===== src/rtl/stream_pipe_pkg.sv =====
// Shared types and sizing helpers for the stream_pipe moving-average pipeline.
package stream_pipe_pkg;

    // Upper bounds for the stage-entry fields; instances use the low WIDTH / CH_W bits.
    localparam int unsigned SP_MAX_WIDTH = 128;
    localparam int unsigned SP_MAX_CH_W  = 16;

    function automatic int unsigned ch_width(input int unsigned num_ch);
        return (num_ch > 1) ? $clog2(num_ch) : 1;
    endfunction

    function automatic int unsigned level_width(input int unsigned depth);
        return $clog2(depth) + 1;
    endfunction

    typedef struct packed {
        logic [SP_MAX_WIDTH-1:0] data;
        logic [SP_MAX_CH_W-1:0]  ch;
    } stage_t;

endpackage


===== src/rtl/stream_fifo.sv =====
// Synchronous FIFO with occupancy, full/empty flags and a synchronous flush.
module stream_fifo
    import stream_pipe_pkg::*;
#(
    parameter int unsigned PW    = 33,
    parameter int unsigned DEPTH = 8,
    localparam int unsigned AW   = $clog2(DEPTH),
    localparam int unsigned LW   = level_width(DEPTH)
) (
    input  logic          clk,
    input  logic          rst,
    input  logic          flush_i,
    input  logic          push_i,
    input  logic [PW-1:0] wdata_i,
    input  logic          pop_i,
    output logic [PW-1:0] rdata_o,
    output logic [LW-1:0] level_o,
    output logic          full_o,
    output logic          empty_o
);

    logic [PW-1:0] mem_q [DEPTH];
    logic [AW-1:0] wr_ptr_q, wr_ptr_d;
    logic [AW-1:0] rd_ptr_q, rd_ptr_d;
    logic [LW-1:0] level_q, level_d;
    logic          do_push, do_pop;

    assign empty_o = (level_q == '0);
    assign full_o  = (level_q == LW'(DEPTH));
    assign level_o = level_q;
    // A push into a full FIFO is legal when the same edge pops.
    assign do_pop  = pop_i && !empty_o && !flush_i;
    assign do_push = push_i && (!full_o || do_pop) && !flush_i;
    assign rdata_o = empty_o ? '0 : mem_q[rd_ptr_q];

    always_comb begin
        wr_ptr_d = wr_ptr_q;
        rd_ptr_d = rd_ptr_q;
        level_d  = level_q;
        if (flush_i) begin
            wr_ptr_d = '0;
            rd_ptr_d = '0;
            level_d  = '0;
        end else begin
            if (do_push) wr_ptr_d = wr_ptr_q + 1'b1;
            if (do_pop)  rd_ptr_d = rd_ptr_q + 1'b1;
            case ({do_push, do_pop})
                2'b10:   level_d = level_q + 1'b1;
                2'b01:   level_d = level_q - 1'b1;
                default: level_d = level_q;
            endcase
        end
    end

    always_ff @(posedge clk or posedge rst) begin
        if (rst) begin
            wr_ptr_q <= '0;
            rd_ptr_q <= '0;
            level_q  <= '0;
        end else begin
            wr_ptr_q <= wr_ptr_d;
            rd_ptr_q <= rd_ptr_d;
            level_q  <= level_d;
        end
    end

    always_ff @(posedge clk) begin
        if (do_push) mem_q[wr_ptr_q] <= wdata_i;
    end

endmodule


===== src/rtl/stream_pipe.sv =====
// Per-channel TAPS-point moving average feeding a credit-controlled output FIFO.
// Define STREAM_PIPE_ROUND_EN to round half up instead of truncating the average.
module stream_pipe
    import stream_pipe_pkg::*;
#(
    parameter int unsigned WIDTH     = 32,
    parameter int unsigned TAPS      = 4,
    parameter int unsigned DEPTH     = 8,
    parameter int unsigned NUM_CH    = 2,
    parameter int unsigned AFULL_LVL = DEPTH - 2,
    localparam int unsigned CH_W     = ch_width(NUM_CH),
    localparam int unsigned LW       = level_width(DEPTH)
) (
    input  logic             clk,
    input  logic             rst,
    input  logic             flush,
    input  logic [WIDTH-1:0] in_data,
    input  logic [CH_W-1:0]  in_ch,
    input  logic             in_valid,
    output logic             in_ready,
    output logic [WIDTH-1:0] out_data,
    output logic [CH_W-1:0]  out_ch,
    output logic             out_valid,
    input  logic             out_ready,
    output logic [LW-1:0]    level,
    output logic             almost_full,
    output logic             full,
    output logic             empty
);

    localparam int unsigned SH = $clog2(TAPS);
    localparam int unsigned SW = WIDTH + SH;

    logic [WIDTH-1:0] hist_q [NUM_CH][TAPS-1];
    logic [WIDTH-1:0] hist_d [NUM_CH][TAPS-1];
    stage_t           stage_q, stage_d;
    logic             stage_vld_q, stage_vld_d;

    logic             ch_ok, accept;
    logic [CH_W-1:0]  ch_idx;
    logic [SW-1:0]    sum;
    logic [WIDTH-1:0] result;
    logic [LW-1:0]    fifo_level;
    logic             fifo_empty, fifo_full;
    logic [WIDTH+CH_W-1:0] fifo_rdata;
    logic             unused_stage;

    assign ch_ok  = (32'(in_ch) < NUM_CH);
    assign ch_idx = ch_ok ? in_ch : '0;

    // Reserving a slot for the staged entry guarantees its FIFO push never stalls.
    assign in_ready = !rst && !flush && ((32'(fifo_level) + 32'(stage_vld_q)) < DEPTH);
    assign accept   = in_valid && in_ready && ch_ok;

    always_comb begin
        sum = SW'(in_data);
        for (int unsigned k = 0; k < TAPS - 1; k++) begin
            sum = sum + SW'(hist_q[ch_idx][k]);
        end
    end

`ifdef STREAM_PIPE_ROUND_EN
    logic [SW:0] sum_rnd;
    logic        unused_rnd_msb;
    assign sum_rnd        = {1'b0, sum} + (SW+1)'(TAPS / 2);
    assign result         = sum_rnd[SH +: WIDTH];
    assign unused_rnd_msb = sum_rnd[SW];
`else
    assign result = sum[SH +: WIDTH];
`endif

    always_comb begin
        hist_d = hist_q;
        if (flush) begin
            for (int unsigned c = 0; c < NUM_CH; c++) begin
                for (int unsigned k = 0; k < TAPS - 1; k++) begin
                    hist_d[c][k] = '0;
                end
            end
        end else if (accept) begin
            hist_d[ch_idx][0] = in_data;
            for (int unsigned k = 1; k < TAPS - 1; k++) begin
                hist_d[ch_idx][k] = hist_q[ch_idx][k-1];
            end
        end
    end

    always_comb begin
        stage_d     = stage_q;
        stage_vld_d = 1'b0;
        if (accept) begin
            stage_d.data = SP_MAX_WIDTH'(result);
            stage_d.ch   = SP_MAX_CH_W'(in_ch);
            stage_vld_d  = 1'b1;
        end
    end

    always_ff @(posedge clk or posedge rst) begin
        if (rst) begin
            for (int unsigned c = 0; c < NUM_CH; c++) begin
                for (int unsigned k = 0; k < TAPS - 1; k++) begin
                    hist_q[c][k] <= '0;
                end
            end
            stage_q     <= '0;
            stage_vld_q <= 1'b0;
        end else begin
            hist_q      <= hist_d;
            stage_q     <= stage_d;
            stage_vld_q <= stage_vld_d;
        end
    end

    assign unused_stage = ^stage_q;

    stream_fifo #(
        .PW    (WIDTH + CH_W),
        .DEPTH (DEPTH)
    ) u_fifo (
        .clk     (clk),
        .rst     (rst),
        .flush_i (flush),
        .push_i  (stage_vld_q),
        .wdata_i ({stage_q.ch[CH_W-1:0], stage_q.data[WIDTH-1:0]}),
        .pop_i   (out_valid && out_ready),
        .rdata_o (fifo_rdata),
        .level_o (fifo_level),
        .full_o  (fifo_full),
        .empty_o (fifo_empty)
    );

    assign out_data    = fifo_rdata[WIDTH-1:0];
    assign out_ch      = fifo_rdata[WIDTH +: CH_W];
    assign out_valid   = !fifo_empty;
    assign level       = fifo_level;
    assign full        = fifo_full;
    assign empty       = fifo_empty;
    assign almost_full = (32'(fifo_level) >= AFULL_LVL);

endmodule


===== config.mk =====
export PLATFORM = sky130hd
export DESIGN_NAME = stream_pipe
export DESIGN_NICKNAME = d
export VERILOG_FILES = /design/src/rtl/stream_pipe_pkg.sv /design/src/rtl/stream_fifo.sv /design/src/rtl/stream_pipe.sv
export SDC_FILE = /design/constraint.sdc
export NUM_CORES = 1
export LEC_CHECK = 0
export CORE_ASPECT_RATIO = 1.1
export CORE_MARGIN = 4
export CORE_UTILIZATION = 35
export DETAILED_ROUTE_END_ITERATION = 8
export PLACE_DENSITY_LB_ADDON = 0.3
export SLEW_MARGIN = 20
export SYNTH_ARGS = -nofsm -noshare
export SYNTH_HDL_FRONTEND = slang
export SYNTH_SLANG_ARGS = --single-unit

===== constraint.sdc =====
create_clock -name clk -period 7.5 [get_ports clk]
set_input_delay 1.5 -clock clk [delete_from_list [all_inputs] [get_ports clk]]
set_output_delay 1.5 -clock clk [all_outputs]
set_load 0.005 [all_outputs]

After elaboration in Yosys (flattened, before gate mapping) --
Memory sizes are Yosys's and may differ from the RTL's. Index checks and enable logic that the tools add are counted. Widths: inputs -> output; s select.
Storage, ports and cells: bits in writable memories 264, flip-flop bits (word level) 236, output and inout bits 42, input bits 38, word-level logic and storage cells 72, memories 1
Cells by class: bitwise logic cells 1, reduce and logical (&&, ||, !) cells 19, multiplexer cells 24, add/sub/neg operators 8, order comparisons 4, equality and inequality tests 3
Memories:
- u_fifo.mem_q | words 8, width 33, rd ports 1, clocked after memory_dff 0, wr ports 1, line stream_fifo.sv:22 | logic [PW-1:0] mem_q [DEPTH];
Operators with widths (count):
- $bwmux 192 | 3
- $mux 192 | 2
- $mux 96 | 4
- $demux 96 s1 | 3
- $mux 64 | 1
- $add 33x32->34 | 1
- $add 34x32->34 | 1
- $add 32x32->33 | 1
- $mux 33 | 1
- $mux 32 | 1
- $mux 3 | 4
- $logic_and 1x1->1 | 9
- $pmux 4 s2 | 1
- $add 3x1->3 const B | 2
- $reduce_bool 2->1 | 3
- $add 4x1->5 | 1
- $lt 5x4->1 const B | 1
- $add 4x1->4 const B | 1
- $eq 4x4->1 const B | 1
- $ge 4x3->1 const B | 1
- $logic_not 1->1 | 4
- $logic_not 4->1 | 1
- $mux 4 | 1
- $sub 4x1->4 const B | 1
- 8 further kinds | 10

Depth between registers and ports, before layout --
word-level depth 11, gate-level depth with buffers 17, mapped depth without buffers 14

Hierarchy --
Synthesis repeated with hierarchy kept, for this count alone.
Unflattened totals: cell total of the unflattened synthesis 1988, area, all modules 24473.5 µm²
By module, submodules not included:
- stream_pipe | area each 13797.0 µm², instances 1, sequential area each 5655.4 µm², cells each 1491
- stream_fifo | area each 10676.5 µm², instances 1, sequential area each 8177.8 µm², cells each 497

Least setup slack after synthesis --
Ideal clock, no wire load.
kind input-to-reg, start point in in_ch, end point reg stage_q[45] (netlist name), library setup time 126 ps, arrival time 5327 ps, data required time 7374 ps, path slack 2048 ps, path buffers 4, stages on the path 16, path through buf_6 -> clkbuf_1 -> clkbuf_1 -> mux2i_1 -> fa_1 -> fa_1 -> inv_1 -> ha_1 -> clkbuf_1 -> nand4_1 -> o221a_2 -> o221a_2 -> nor2_1 -> nor2_1 -> mux2i_1 -> nand2_1
Between the ends: word-level cells in the longest chain between the ends 7
Ends and longest elaborated chain:
- from (decl) | line stream_pipe.sv:18 | input logic [CH_W-1:0] in_ch,
- $not 1->2 (implied by the code) * | line stream_pipe.sv:58 | sum = sum + SW'(hist_q[ch_idx][k]);
- $mux 96 (implied by the code) * (3 in series) | line stream_pipe.sv:58
- $add 32x32->33 | line stream_pipe.sv:58
- $add 33x32->34 | line stream_pipe.sv:58
- $add 34x32->34 * | line stream_pipe.sv:58
- to (signal assigned) | line stream_pipe.sv:109 | stage_q <= stage_d;
- to (decl) | line stream_pipe.sv:36 | stage_t stage_q, stage_d;
Mark *: on every way between the ends. The rest lies on a longest branch, timed or not. The select of a mux whose other input is x is not followed. A chain may end at the register's enable or synchronous reset.

Final worst setup path --
start point in in_ch, end point reg stage_q[47] (netlist name)
The elaborated chain is that of the path after synthesis.

==> results.md <==
- Worst EP arrival: 5.83 ns
- Worst Hold Launch: hist_q[188]$_DFFE_PP0P_
- Layout cells sized above 1: 0.104
- Syn_nets: 2094
- Synth Register Bits: 500
- Synth warn: 0
- Final Core Density: 0.406
- Vias/cell: approximately 4.9
- Crit Path Class: input port to flop
- Total GRT Usage: 0.144
- Fin crit share: 0.718
- Clock-pin transition on the worst setup and hold timing paths: roughly 0.060 ns
- Clock Latency Late Sink: between 0.5 and 0.6 ns
- Initial core utilization: 0.356
- First-pass GRT wire length: between 80000 and 90000 um
- Worst Path Required: roughly 8 ns
- Clock sinks: 500
- GRT Residual Overflow: 0
- Nets: roughly 2.1k
- Final setup viols: 0
- Routability-driven placement congestion ratio: around 0.87
- First-pass DRT Iterations: 5
- Initial antenna violation count: 1
- Post-Synthesis Cells: between 1.5k and 2k
- Routing usage on met3: 0.0232
- Area of the multi-input gates: ~0.0096 mm^2
- Worst R2R Start: hist_q[33]$_DFFE_PP0P_
- Total Wirelength: ~53000 um
- Pwr/cell area: between 200 and 300 mW/mm^2
- Leakage: between 0.01 and 0.015 uW
- F_max: around 190 MHz
- Synthesis-to-finish area growth: 14.2%
- Setup TNS: 0 ns
- DR DRC count: 0
- Sequential share of the synthesized area: 0.572
- Routed Antenna Nets: 0
- Antenna Cells: 0
- Routed len/inst: roughly 18 um
- Status: completed
- Placed Instances: between 2k and 3k
- Met1 usage: 0.206
- Peak supply drop: 0.000148 V
- H-tree depth: 2
- Critical Path Start: in_ch
- Port Buffers: 79
- Finished Layout Cells: just under 3k
- Most frequent cells in the layout: 264 x edfxtp_1, 254 x nand2_1, 233 x dfrtp_1
- Seq. cell area: about 0.014 mm^2
- Number of synthesized flops with an enable pin: 264
- Largest net degree at the start of global routing: ~160
- Die width: around 260 um
- Die height: between 200 and 300 um
- # IOs: 80
- Synth Area per Inst: 12.4 um^2
- CORE AREA: 0.0681 mm^2
- Synthesized area: 0.0242 mm^2
- Post-CTS setup buffers: 0
- Number of global-route vias before repair: 15.0k
- Async S/R FF share, synth: 0.472
- Final Critical Period: 5.39 ns
- CP Launch Type: input port
- Synth top area cells: edfxtp_1 33%, dfrtp_1 24%, mux4_2 6.1%, fa_1 5.4%, mux2i_1 5.3%
- Post-synth top area share: 0.328
- RSZ-0062 raised after global routing: false
- Worst min-delay path category: flop to flop
- Hold buffers post-CTS: 0
- Vias: 14.5k
- Clk_skew: roughly 0.025 ns
- Leading area contributor after synthesis: edfxtp_1
- CTS Buf Count: ~50
- Cts repair resizes: 0
- Top_reg_cell synth: edfxtp_1
- Max clock buf depth: 3
- First DRT Iteration DRCs: 1010
- Critical path peak fanout: between 50 and 60
- Worst slew pin tran: about 1.0 ns
- Final HPWL from detailed placement: around 34000 um
- Pins Over Slew Limit: 0
- WHS: 0.505 ns
- Most common cell after layout, fill and taps aside: edfxtp_1
- Die Footprint: approximately 0.073 mm^2
- Clk root buf: clkbuf_16
- Gr busiest metal: met2
- TritonCTS clock tree: yes
- Final hold violation count: 0
- Max-cap viol count: 0
- Unique masters post-synth: 63
- FP Rows: 100
- Met2 Use GR: 0.235
- Fill cells: between 6k and 7k
- Max-slew headroom: 0.301
- CP Capture Type: flop
final timing paths:
check                      depth (start not counted)  slack [ns]                       to
max                                               15        2.11  stage_q[47]$_DFFE_PP0P_
min                                                2        0.50  hist_q[156]$_DFFE_PP0P_
max reg2reg                                       14        3.44  stage_q[47]$_DFFE_PP0P_
max in group asynchronous                          3        4.85   hist_q[17]$_DFFE_PP0P_
min reg2reg                                        2        0.50  hist_q[156]$_DFFE_PP0P_
min in group asynchronous                          2        1.36  stage_q[31]$_DFFE_PP0P_
layer usage:
| layer | part of all wire | vias to the layer above |
|---|---|---|
| li1 | - | 6876 |
| met3 | 0.037 | 73 |
| met2 | 0.47 | 266 |
| met1 | 0.47 | 7305 |
| met5 | 0 | - |
| met4 | 0.018 | 0 |
sequential cells by signal (all words and copies together) (netlist names):
| name | flops |
|---|---|
| stage_q | 33 |
| u_fifo.rd_ptr_q | 3 |
| hist_q | 192 |
| u_fifo.mem_q | 264 |
| stage_vld_q | 1 |
| u_fifo.wr_ptr_q | 3 |
| u_fifo.level_o | 4 |
where the power goes:
group          internal, uW  leakage, uW  total, uW  switching [uW]
registers              3110      0.00562       3340             225
logic                   549      0.00408       1080             529
clock network          1490     0.000831       2570            1070
total                  5150       0.0105       6980            1830
through the flow:
step / setup slack (ns) / area, um^2 / total power [uW]
2_1_floorplan: 2.05 / 24200 / 4010
3_3_place_gp: 1.61 / 26000 / 4480
3_5_place_dp: 1.47 / 26000 / 4500
4_1_cts: 2.10 / 27600 / 7090
5_1_grt: 1.87 / 27600 / 7330
6_report: 2.11 / 27600 / 6980
critical path: stages:
cell and delay, ns:
buf_4 0.57, buf_12 0.43, mux2i_1 0.30, fa_1 0.48, fa_1 0.52, inv_1 0.04
ha_1 0.34, a21o_1 0.22, a21o_1 0.20, a21oi_1 0.24, o31ai_4 0.15, a22oi_2 0.27
nor4_1 0.10, a2111oi_0 0.32, o21ai_1 0.09
area by class of cell:
type,instances,share of cell area
Tap cell,918,0.0415
Clock inverter,23,0.00855
Inverter,109,0.0149
Clock buffer,71,0.0525
Sequential cell,500,0.501
Timing Repair Buffer,103,0.0363
Multi-Input combinational cell,1229,0.346
cells by family after synthesis:
kind of cell | synth area share
simple gates | 0.112
flops | 0.572
compound gates | 0.0776
buf+inv | 0.0368
mux | 0.119
fa+ha+maj | 0.0719
xor+xnor | 0.0116
cells in the mapped netlist, types with 3 or more instances:
master / n
mux4_2: 66
buf_1: 10
a21o_1: 13
edfxtp_1: 264
a21oi_1: 41
nand2_1: 255
buf_2: 24
nor3_1: 11
mux2_2: 8
xor2_1: 14
nand2b_1: 195
o21bai_1: 5
xnor2_1: 18
mux2i_1: 127
inv_1: 107
nor2_1: 71
o211ai_1: 6
o21a_1: 4
nand3_1: 7
dfrtp_1: 236
ha_1: 35
o21ai_0: 226
o21ai_1: 9
clkbuf_1: 83
fa_1: 65
a21boi_0: 3
nand4_1: 11
(Power assumes the default switching activity.)
